===== src/rtl/id_ex_pipe_reg.sv =====
// ID/EX pipeline register for the 5-stage MIPS pipeline.
//
// Captures decoded control, register addresses, read data, immediate and PC+4 from ID
// and presents them as the stage-3 signals used by the EX-stage forwarder and ALU.
// Detects a load-use hazard against the instruction currently in EX. When one is seen
// it raises stall, which freezes PC and IF/ID, and it loads a bubble into EX. A taken
// branch or jump (Flush) kills the ID instruction. Flush takes priority over the stall.
//
// Ports:
//   clk, rst_n               clock (rising edge), asynchronous active-low reset
//   *2 inputs                stage-2 (ID) control, addresses, data, immediate, PC+4
//   UsesRt2                  ID instruction reads rt as a source operand
//   Flush                    kill the instruction in ID
//   stall                    combinational; holds PC and IF/ID for one cycle
//   *3 outputs               registered stage-3 (EX) copies of the ID fields
//   valid3                   EX slot holds a real instruction
//   stall_count              saturating count of stall cycles, cleared only by reset
module id_ex_pipe_reg #(
    parameter int unsigned DW   = 32,
    parameter int unsigned AW   = 5,
    parameter int unsigned CNTW = 16
) (
    input  logic            clk,
    input  logic            rst_n,
    input  logic            RegWrite2,
    input  logic            MemRead2,
    input  logic            MemWrite2,
    input  logic            MemtoReg2,
    input  logic            ALUSrc2,
    input  logic [3:0]      ALUOp2,
    input  logic            UsesRt2,
    input  logic [AW-1:0]   Rreg_addr12,
    input  logic [AW-1:0]   Rreg_addr22,
    input  logic [AW-1:0]   Wreg_addr2,
    input  logic [DW-1:0]   Rdata12,
    input  logic [DW-1:0]   Rdata22,
    input  logic [DW-1:0]   imm2,
    input  logic [DW-1:0]   pc4_2,
    input  logic            Flush,
    output logic            stall,
    output logic            RegWrite3,
    output logic            MemRead3,
    output logic            MemWrite3,
    output logic            MemtoReg3,
    output logic            ALUSrc3,
    output logic [3:0]      ALUOp3,
    output logic [AW-1:0]   Rreg_addr13,
    output logic [AW-1:0]   Rreg_addr23,
    output logic [AW-1:0]   Wreg_addr3,
    output logic [DW-1:0]   Rdata12_3,
    output logic [DW-1:0]   Rdata22_3,
    output logic [DW-1:0]   imm3,
    output logic [DW-1:0]   pc4_3,
    output logic            valid3,
    output logic [CNTW-1:0] stall_count
);

    logic haz;
    logic bubble;

    // A load in EX whose destination feeds the ID instruction cannot be forwarded in
    // time. $zero is never a real dependency.
    always_comb begin
        haz = valid3 && MemRead3 && (Wreg_addr3 != '0) &&
              ((Wreg_addr3 == Rreg_addr12) || (UsesRt2 && (Wreg_addr3 == Rreg_addr22)));
        stall  = haz && !Flush;
        bubble = Flush || haz;
    end

    always_ff @(posedge clk or negedge rst_n) begin
        if (!rst_n) begin
            RegWrite3   <= 1'b0;
            MemRead3    <= 1'b0;
            MemWrite3   <= 1'b0;
            MemtoReg3   <= 1'b0;
            ALUSrc3     <= 1'b0;
            ALUOp3      <= '0;
            Rreg_addr13 <= '0;
            Rreg_addr23 <= '0;
            Wreg_addr3  <= '0;
            Rdata12_3   <= '0;
            Rdata22_3   <= '0;
            imm3        <= '0;
            pc4_3       <= '0;
            valid3      <= 1'b0;
        end else if (bubble) begin
            RegWrite3   <= 1'b0;
            MemRead3    <= 1'b0;
            MemWrite3   <= 1'b0;
            MemtoReg3   <= 1'b0;
            ALUSrc3     <= 1'b0;
            ALUOp3      <= '0;
            Rreg_addr13 <= '0;
            Rreg_addr23 <= '0;
            Wreg_addr3  <= '0;
            Rdata12_3   <= '0;
            Rdata22_3   <= '0;
            imm3        <= '0;
            pc4_3       <= '0;
            valid3      <= 1'b0;
        end else begin
            // A write to $zero would never be forwarded correctly, so drop it here.
            RegWrite3   <= RegWrite2 && (Wreg_addr2 != '0);
            MemRead3    <= MemRead2;
            MemWrite3   <= MemWrite2;
            MemtoReg3   <= MemtoReg2;
            ALUSrc3     <= ALUSrc2;
            ALUOp3      <= ALUOp2;
            Rreg_addr13 <= Rreg_addr12;
            Rreg_addr23 <= Rreg_addr22;
            Wreg_addr3  <= Wreg_addr2;
            Rdata12_3   <= Rdata12;
            Rdata22_3   <= Rdata22;
            imm3        <= imm2;
            pc4_3       <= pc4_2;
            valid3      <= 1'b1;
        end
    end

    always_ff @(posedge clk or negedge rst_n) begin
        if (!rst_n) begin
            stall_count <= '0;
        end else if (stall && (stall_count != '1)) begin
            stall_count <= stall_count + CNTW'(1);
        end
    end

endmodule


===== config.mk =====
export PLATFORM = sky130hd
export DESIGN_NAME = id_ex_pipe_reg
export DESIGN_NICKNAME = d
export VERILOG_FILES = /design/src/rtl/id_ex_pipe_reg.sv
export SDC_FILE = /design/constraint.sdc
export NUM_CORES = 1
export LEC_CHECK = 0
export BUFFER_PORTS_ARGS = -buffer_cell sky130_fd_sc_hd__buf_2
export CAP_MARGIN = 30
export CORE_AREA = 2 2 127 129
export CTS_BUF_LIST = sky130_fd_sc_hd__clkbuf_4
export DETAILED_ROUTE_END_ITERATION = 7
export DIE_AREA = 0 0 129 131
export PLACE_DENSITY = 0.73
export SLEW_MARGIN = 20
export SYNTH_ARGS = -nofsm -noshare
export SYNTH_HDL_FRONTEND = slang
export SYNTH_SLANG_ARGS = --single-unit

===== constraint.sdc =====
create_clock -name clk -period 1.9 [get_ports clk]
set_input_delay 0.38 -clock clk [delete_from_list [all_inputs] [get_ports clk]]
set_output_delay 0.38 -clock clk [all_outputs]
set_load 0.02 [all_outputs]

Word-level counts from Yosys, hierarchy flattened
Index checks and enable logic that the tools add are counted.
{"block": "word_totals", "regBits": 169, "word_cells": 45, "input_bits": 156}
{"block": "classes", "mux": 14, "n_addsub": 1, "n_reduce_logical": 12, "eq_ne": 3}
{"op": "32-bit two-way mux", "count": 4}
{"op": "16-bit by 1-bit adder with 16-bit output, second input constant", "count": 1}
{"op": "16-bit inequality test, second input constant", "count": 1}
{"op": "5-bit two-way mux", "count": 3}
{"op": "5-bit equality test", "count": 2}
{"op": "5-bit nonzero test", "count": 2}
{"op": "1-bit logical AND", "count": 7}
{"op": "1-bit two-way mux", "count": 6}
{"op": "4-bit two-way mux", "count": 1}
{"op": "1-bit logical OR", "count": 2}
{"op": "1-bit zero test", "count": 1}

Logic depth before layout (Yosys ltp)
Gate-level depths: netlist of the first run.
{"block": "depth", "ltp_word": 6, "depth_mapped": 7}

Worst setup path before layout of the first run
OpenSTA, ideal clock, no wires.
{"block": "synth_path", "path_kind": "reg-to-output", "startpoint": "reg Wreg_addr3[0]", "endpoint": "out stall", "arrival_time_ps": 1591, "path_buffers": 1, "stages_incl_launch_ff": 6, "required_ps": 1520, "setup_slack_ps": -71, "path_cell_list": "dfrtp_1 -> or3_1 -> o311a_4 -> clkbuf_1 -> nand2_1 -> nor2_1"}
{"block": "synth_between", "elab_chain_len": 5, "elab_cells_between_ends": 8, "cone_classes": "eq/ne (2); reduce/logical (6)"}
{"element": "start: declaration", "line_no": "49", "text": "output logic [AW-1:0] Wreg_addr3,"}
{"element": "start signal: assignment", "line_no": "111", "text": "Wreg_addr3 <= Wreg_addr2;"}
{"element": "5-bit equality test", "line_no": "65", "text": "((Wreg_addr3 == Rreg_addr12) || (UsesRt2 && (Wreg_addr3 == Rreg_addr22)));"}
{"element": "1-bit logical AND", "line_no": "65"}
{"element": "1-bit logical OR", "line_no": "65"}
{"element": "1-bit logical AND (*)", "line_no": "64", "text": "haz = valid3 && MemRead3 && (Wreg_addr3 != '0) &&"}
{"element": "1-bit logical AND (*)", "line_no": "66", "text": "stall = haz && !Flush;"}
{"element": "end: declaration", "line_no": "40", "text": "output logic stall,"}
Every way passes the cells marked *; elsewhere a longest branch is shown, timed or not.

Final worst setup path of the first run
{"block": "layout_path", "startpoint": "reg Wreg_addr3[1]", "endpoint": "out stall"}
The elaborated chain is that of the path after synthesis.

==> results of run 1 <==
layer usage:
metal | wire length (um) | part of all wire [%] | track usage [%] | up-vias
met1 | 7530 | 37 | 24.1 | 2582
met2 | 11000 | 54 | 38.9 | 246
li1 | - | - | - | 2434
met3 | 1380 | 6.8 | 7.49 | 41
met5 | 0 | 0 | 0 | -
met4 | 469 | 2.3 | 8.38 | 0
registers in the layout (all words and copies together), names as in the netlist:
register / flops
imm3: 32
valid3: 1
Rreg_addr23: 5
Rreg_addr13: 5
MemRead3: 1
MemWrite3: 1
MemtoReg3: 1
Rdata22_3: 32
RegWrite3: 1
stall_count: 16
pc4_3: 32
Rdata12_3: 32
ALUOp3: 4
Wreg_addr3: 5
ALUSrc3: 1
power by group through the flow:
| stage | clock, mW | combinational, mW | sequential, mW |
|---|---|---|---|
| final | 2.02 | 1.48 | 3.83 |
| after global routing | 2.22 | 1.57 | 3.84 |
| after CTS | 2.08 | 1.29 | 3.82 |
| after detailed placement | 0 | 0.936 | 3.89 |
| after global placement | 0 | 0.929 | 3.88 |
| after floorplan | 0 | 0.197 | 4.13 |
through the flow:
| stage | setup WS, ps | cell area [sq um] | utilization [%] | TNS, ps | power [mW] |
|---|---|---|---|---|---|
| after global routing | -605 | 10700 | 68.7 | -62350 | 7.63 |
| after floorplan | -8.17 | 5940 | - | -8.17 | 4.33 |
| after global placement | -8.61 | 8010 | 51.3 | -8.61 | 4.81 |
| after detailed placement | -17.4 | 8010 | 51.3 | -61.6 | 4.83 |
| after CTS | -571 | 10200 | 65.1 | -33530 | 7.19 |
| final | -462 | 10700 | 68.7 | -50660 | 7.32 |
cells by family (layout without fill, tap and decap cells):
family,count (synthesis),count (layout)
other,0,1
buffers and inverters,20,559
AO/OA/AOI/OAI,5,5
AND/OR/NAND/NOR,212,212
flip-flops,169,169
XOR/XNOR,23,23
multiplexers,3,3
adder cells (fa/ha/maj),1,1
layout make-up:
cell class	instances	area [sq um]
sequential	169	4240
clock inverter	14	136
tap	216	270
fill	1040	4880
clock buffer	18	135
timing repair buffer	527	3940
multi-input combinational	244	1990
antenna	1	2.50
worst min-delay path by stage:
stage             startpoint              to  slack, ps  cells after the start
3_3_place_gp           rst_n  stall_count[7]        260                      1
5_1_grt            ALUOp2[0]       ALUOp3[0]         10                      2
6_report           ALUOp2[0]       ALUOp3[0]         70                      2
4_1_cts        Wreg_addr2[4]   Wreg_addr3[4]        0.7                      2
3_5_place_dp           rst_n  stall_count[7]        260                      1
2_1_floorplan          rst_n       ALUOp3[0]         80                      0
synthesized netlist by cell type:
cell	number	share of area (%)
nand2_1	16	1.0
nor2_1	4	0.25
nor3b_1	1	0.13
nor4b_2	1	0.25
nand3b_1	1	0.13
nand3_1	7	0.59
xnor2_1	13	1.9
ha_1	1	0.21
or2_2	1	0.11
clkbuf_1	11	0.70
o22a_1	1	0.15
buf_2	1	0.084
o22ai_1	1	0.11
nand4_1	6	0.63
o311a_1	1	0.17
nor4_4	1	0.36
o311a_4	1	0.36
and2_1	151	16
nor4b_1	2	0.30
or3_1	2	0.21
xor2_1	10	1.5
nand2b_1	1	0.11
nor2b_1	1	0.11
nor4_1	4	0.42
nor3_1	13	1.1
mux2_2	3	0.57
a21oi_4	1	0.27
buf_4	8	1.0
dfrtp_1	169	71
repair_timing:
| action | in CTS | in global routing |
|---|---|---|
| setup endpoints to repair | 91 | 170 |
| pin swaps | 3 | 23 |
| hold buffers | 138 | 0 |
| hold endpoints to repair | 306 | 0 |
| setup buffers | 16 | 18 |
| gates resized for setup | 36 | 139 |
| cloned | 10 | 8 |
==> metrics, run 1 <==
status=finished, violations left; failing checks=setup timing; CP peak stage delay=470 ps; Worst EP arrival=1980 ps; CP top delay family=flip-flops; Crit path buffers/inverters=3; initial detailed-routing violation count=236; Slew Limit Headroom=74.8%; FF-to-FF Start=Wreg_addr3[1]; Psw=2.08 mW; CP endpoint=stall; commonest non-fill, non-tap cell in the layout=buf_2; number of max-slew violations in the final report=0; Avg Cell Area, Syn=13.7 sq um; Starting Density=38.0%; Area Overhead vs Synth=80.8%; depth of the most critical reg-to-reg path=9; synthesized net count=590; Worst-path clk slew=140 ps; post-synthesis mux area share=0.570%; leakage=5.68 nW; Synth Area in Adders=0.211%; TritonCTS Sinks=169; synth warn=0; drt drc=0; Congestion Overflow GR=0; Worst-Margin Slew=378 ps; HPWL Detailed=11,000 um; DIE AREA=16,900 sq um; synthesized cell area=5930 sq um; critical path cell sequence=buf_6 > xnor2_2 > nand3_2 > o22ai_2 > buf_6 > nand2_4 > nor2_4 > buf_6; commonest cells after routing, fill and taps aside=buf_2, dfrtp_1, dlygate4sd3_1; Most common cell on crit path=buf_6; Max Root-Sink Buffers=2; Yosys cell types=29; # Max-Cap Violations=0; HP Class=primary input to flop; DIE WIDTH=129 um; RR Endpoint=stall_count[1]; placed insts=977; maximum vdd drop=0.000487 V; Worst path slowest cell=dfrtp_2; Yosys reg bits=169; CTS tree=done; crit path time final=2360 ps; Crit. End Element=primary output; largest net degree at the start of global routing=62; first drt pass iteration count=4; vias per inst=4.46; clock skew=17.0 ps; routed wire length=20,400 um; Core Box Area=15,600 sq um; Post-DRT Antenna Nets=0; Final GP Congestion=0.805; vias in the first global route=5,533; switch share=28.4%; die height=131 um; P_int=5.24 mW; Synth Area in XOR/XNOR=3.40%; Comb power frac=20.2%; final net count=1,116; main combinational cell family by area after synthesis=simple AND/OR/NAND/NOR gates; post-DR wirelength/cell=17.2 um; worst hold slack=65.6 ps; crit path launch type=flop; critical path class=flop to primary output; endpoints failing hold=0; sequential area share after synthesis=71.3%; fmax=0.423 GHz; crit share post-route=124%; final setup fails=169; Power per Cell Area=683 nW/um^2; first-pass GRT wire length=27,900 um; num rows=46; CTS Root Cell=clkbuf_4; crit path max fanout=4; Sequential Power Share=52.3%; clk_lat worst skew=560 ps; R2R setup slack=-440 ps; Cells after Synth=433; Num CTS Buffers=17; Post-Layout Cell Count=1,189; WP depth=8; power share of the clock group=27.6%; Req. time, crit path=1520 ps; port bufs=325; DR vias=5,303; Post-Synth Simple-Gate Area=21.6%; IO Pins=326; post-synthesis compound-gate area fraction=1.06%; unrepaired setup endpoints after global routing=true; post-route setup slack=-462 ps; share of cells above drive strength 1=55.6%; gr usage total=21.8%; antenna violations before repair=1; H-tree levels=4; Crit. Startpoint=Wreg_addr3[1]
Note: power is estimated with default switching activity, not from simulation.
==> run 2, diff against run 1 <==
- CORE_AREA: 2 2 127 129 -> 2 2 125 127
- DIE_AREA: 0 0 129 131 -> 0 0 127 129
- HOLD_SLACK_MARGIN: unset -> 0.08
- MAX_ROUTING_LAYER: unset -> met4
- PLACE_DENSITY: 0.73 -> 0.75
==> run 2 against run 1 <==
Compared with the run above:
- the run still ends with setup timing left
- register-to-register slack worse by 20 ps
- maximum frequency up 0.25%
- power up 1.3%
- routed wire length grew 7.8%
- clock power barely moved
- setup slack better by 5.9 ps
- utilization grew 4.1 points
- final cell count shrank 0.59%
- final area grew 1.8%
- critical path depth rose by 2
- die area shrank 3.1%
- count of clock-buffer cells in the layout increased by 1
- critical path type is now flop to flop
- highest routed layer unchanged
==> metrics, run 2 (same netlist as run 1, synthesis figures left out) <==
status=finished, violations left; failing checks=setup timing; gr usage total=26.7%; unrepaired setup endpoints after global routing=true; fmax=0.424 GHz; clock skew=31.9 ps; critical path class=flop to flop; placed insts=953; Area Overhead vs Synth=84.0%; CTS Root Cell=clkbuf_4; HPWL Detailed=11,600 um; depth of the most critical reg-to-reg path=10; H-tree levels=4; final net count=1,134; CTS tree=done; post-DR wirelength/cell=18.6 um; Final GP Congestion=0.849; Num CTS Buffers=17; Finished Core Util=72.8%; Slew Limit Headroom=65.9%; number of max-slew violations in the final report=0; TNS Setup=-53,930 ps; R2R setup slack=-460 ps; Worst-path clk slew=140 ps; crit path max fanout=6; Post-Layout Cell Count=1,182; clk_lat worst skew=550 ps; post-route setup slack=-456 ps; Starting Density=39.6%; initial detailed-routing violation count=258; Core Box Area=15,000 sq um; vias in the first global route=5,971; drt drc=0; largest net degree at the start of global routing=48; maximum vdd drop=0.000466 V; HP Class=primary input to asynchronous set/reset pin; Congestion Overflow GR=0; DIE WIDTH=127 um; dpl ws=-54.0 ps; crit path time final=2360 ps; Worst-Margin Slew=507 ps; num rows=45; Max Root-Sink Buffers=2; endpoints failing hold=0; vias per inst=4.61; crit path launch type=flop; share of cells above drive strength 1=54.2%; IO Pins=326; Worst EP arrival=2850 ps; Power per Cell Area=680 nW/um^2; die height=129 um; Crit. End Element=flop; commonest non-fill, non-tap cell in the layout=buf_2; DIE AREA=16,400 sq um; routed wire length=22,000 um; commonest cells after routing, fill and taps aside=buf_2, dfrtp_1, dlygate4sd3_1; # Max-Cap Violations=0; Req. time, crit path=2400 ps; crit share post-route=124%; first drt pass iteration count=4; Post-DRT Antenna Nets=0; final setup fails=169; port bufs=325; leakage=5.81 nW; TritonCTS Sinks=169; first-pass GRT wire length=31,900 um; antenna violations before repair=4; DR vias=5,454
[run 2: path summary, 6_finish.rpt]
| kind | from | endpoint |
|---|---|---|
| max reg2reg | Wreg_addr3[0] | Rdata22_3[7] |
| min reg2reg | stall_count[6] | stall_count[6] |
| min in group clk | Flush | stall_count[13] |
| min | rst_n | stall_count[9] |
| max | Wreg_addr3[0] | Rdata22_3[7] |
| max in group asynchronous | rst_n | ALUOp3[2] |
[run 2: power breakdown]
group | leakage, nW | switching [mW] | internal (mW)
Sequential | 2.19 | 0.0594 | 3.77
Clock | 0.142 | 1.25 | 0.798
Combinational | 3.48 | 0.712 | 0.824
[run 2: layout make-up]
type,instances,area [sq um]
Timing Repair Buffer,545,4260
Sequential cell,169,4240
Antenna cell,5,12.5
Fill cell,950,4070
Multi-Input combinational cell,244,1900
Tap cell,188,235
Clock inverter,12,123
Clock buffer,19,143
[run 2: layer usage]
metal / track usage [%] / up-vias / routed length (um) / share of wire, %
met5: - / - / 0 / 0
met4: 9.24 / 0 / 463 / 2.1
met2: 46.8 / 251 / 11900 / 54
met3: 6.69 / 37 / 1360 / 6.2
met1: 29.9 / 2693 / 8270 / 38
li1: - / 2473 / - / -
[run 2: worst max-delay path, stage by stage (launching register included)]
cell and delay [ps]:
dfrtp_2 460, or3_1 390, o311a_4 320, buf_4 140
buf_6 110, a21oi_4 200, buf_12 180, buf_12 130
buf_12 110, clkbuf_16 130, and2_1 130
[run 2: timing repair]
item,CTS,global route
pin swaps,4,26
endpoints found under the hold margin,321,0
setup endpoints to repair,155,169
hold buffers,153,0
setup buffers,14,15
resized for setup,25,127
cloned,16,6
[run 2: metrics by stage]
step                power (mW)  hold slack [ps]  instance area [sq um]
CTS                       7.29              182                  10500
global placement          4.80              245                   7980
global route              7.72              179                  10900
finish                    7.41              230                  10900
floorplan                 4.33             84.4                   5940
detailed placement        4.82              245                   7980
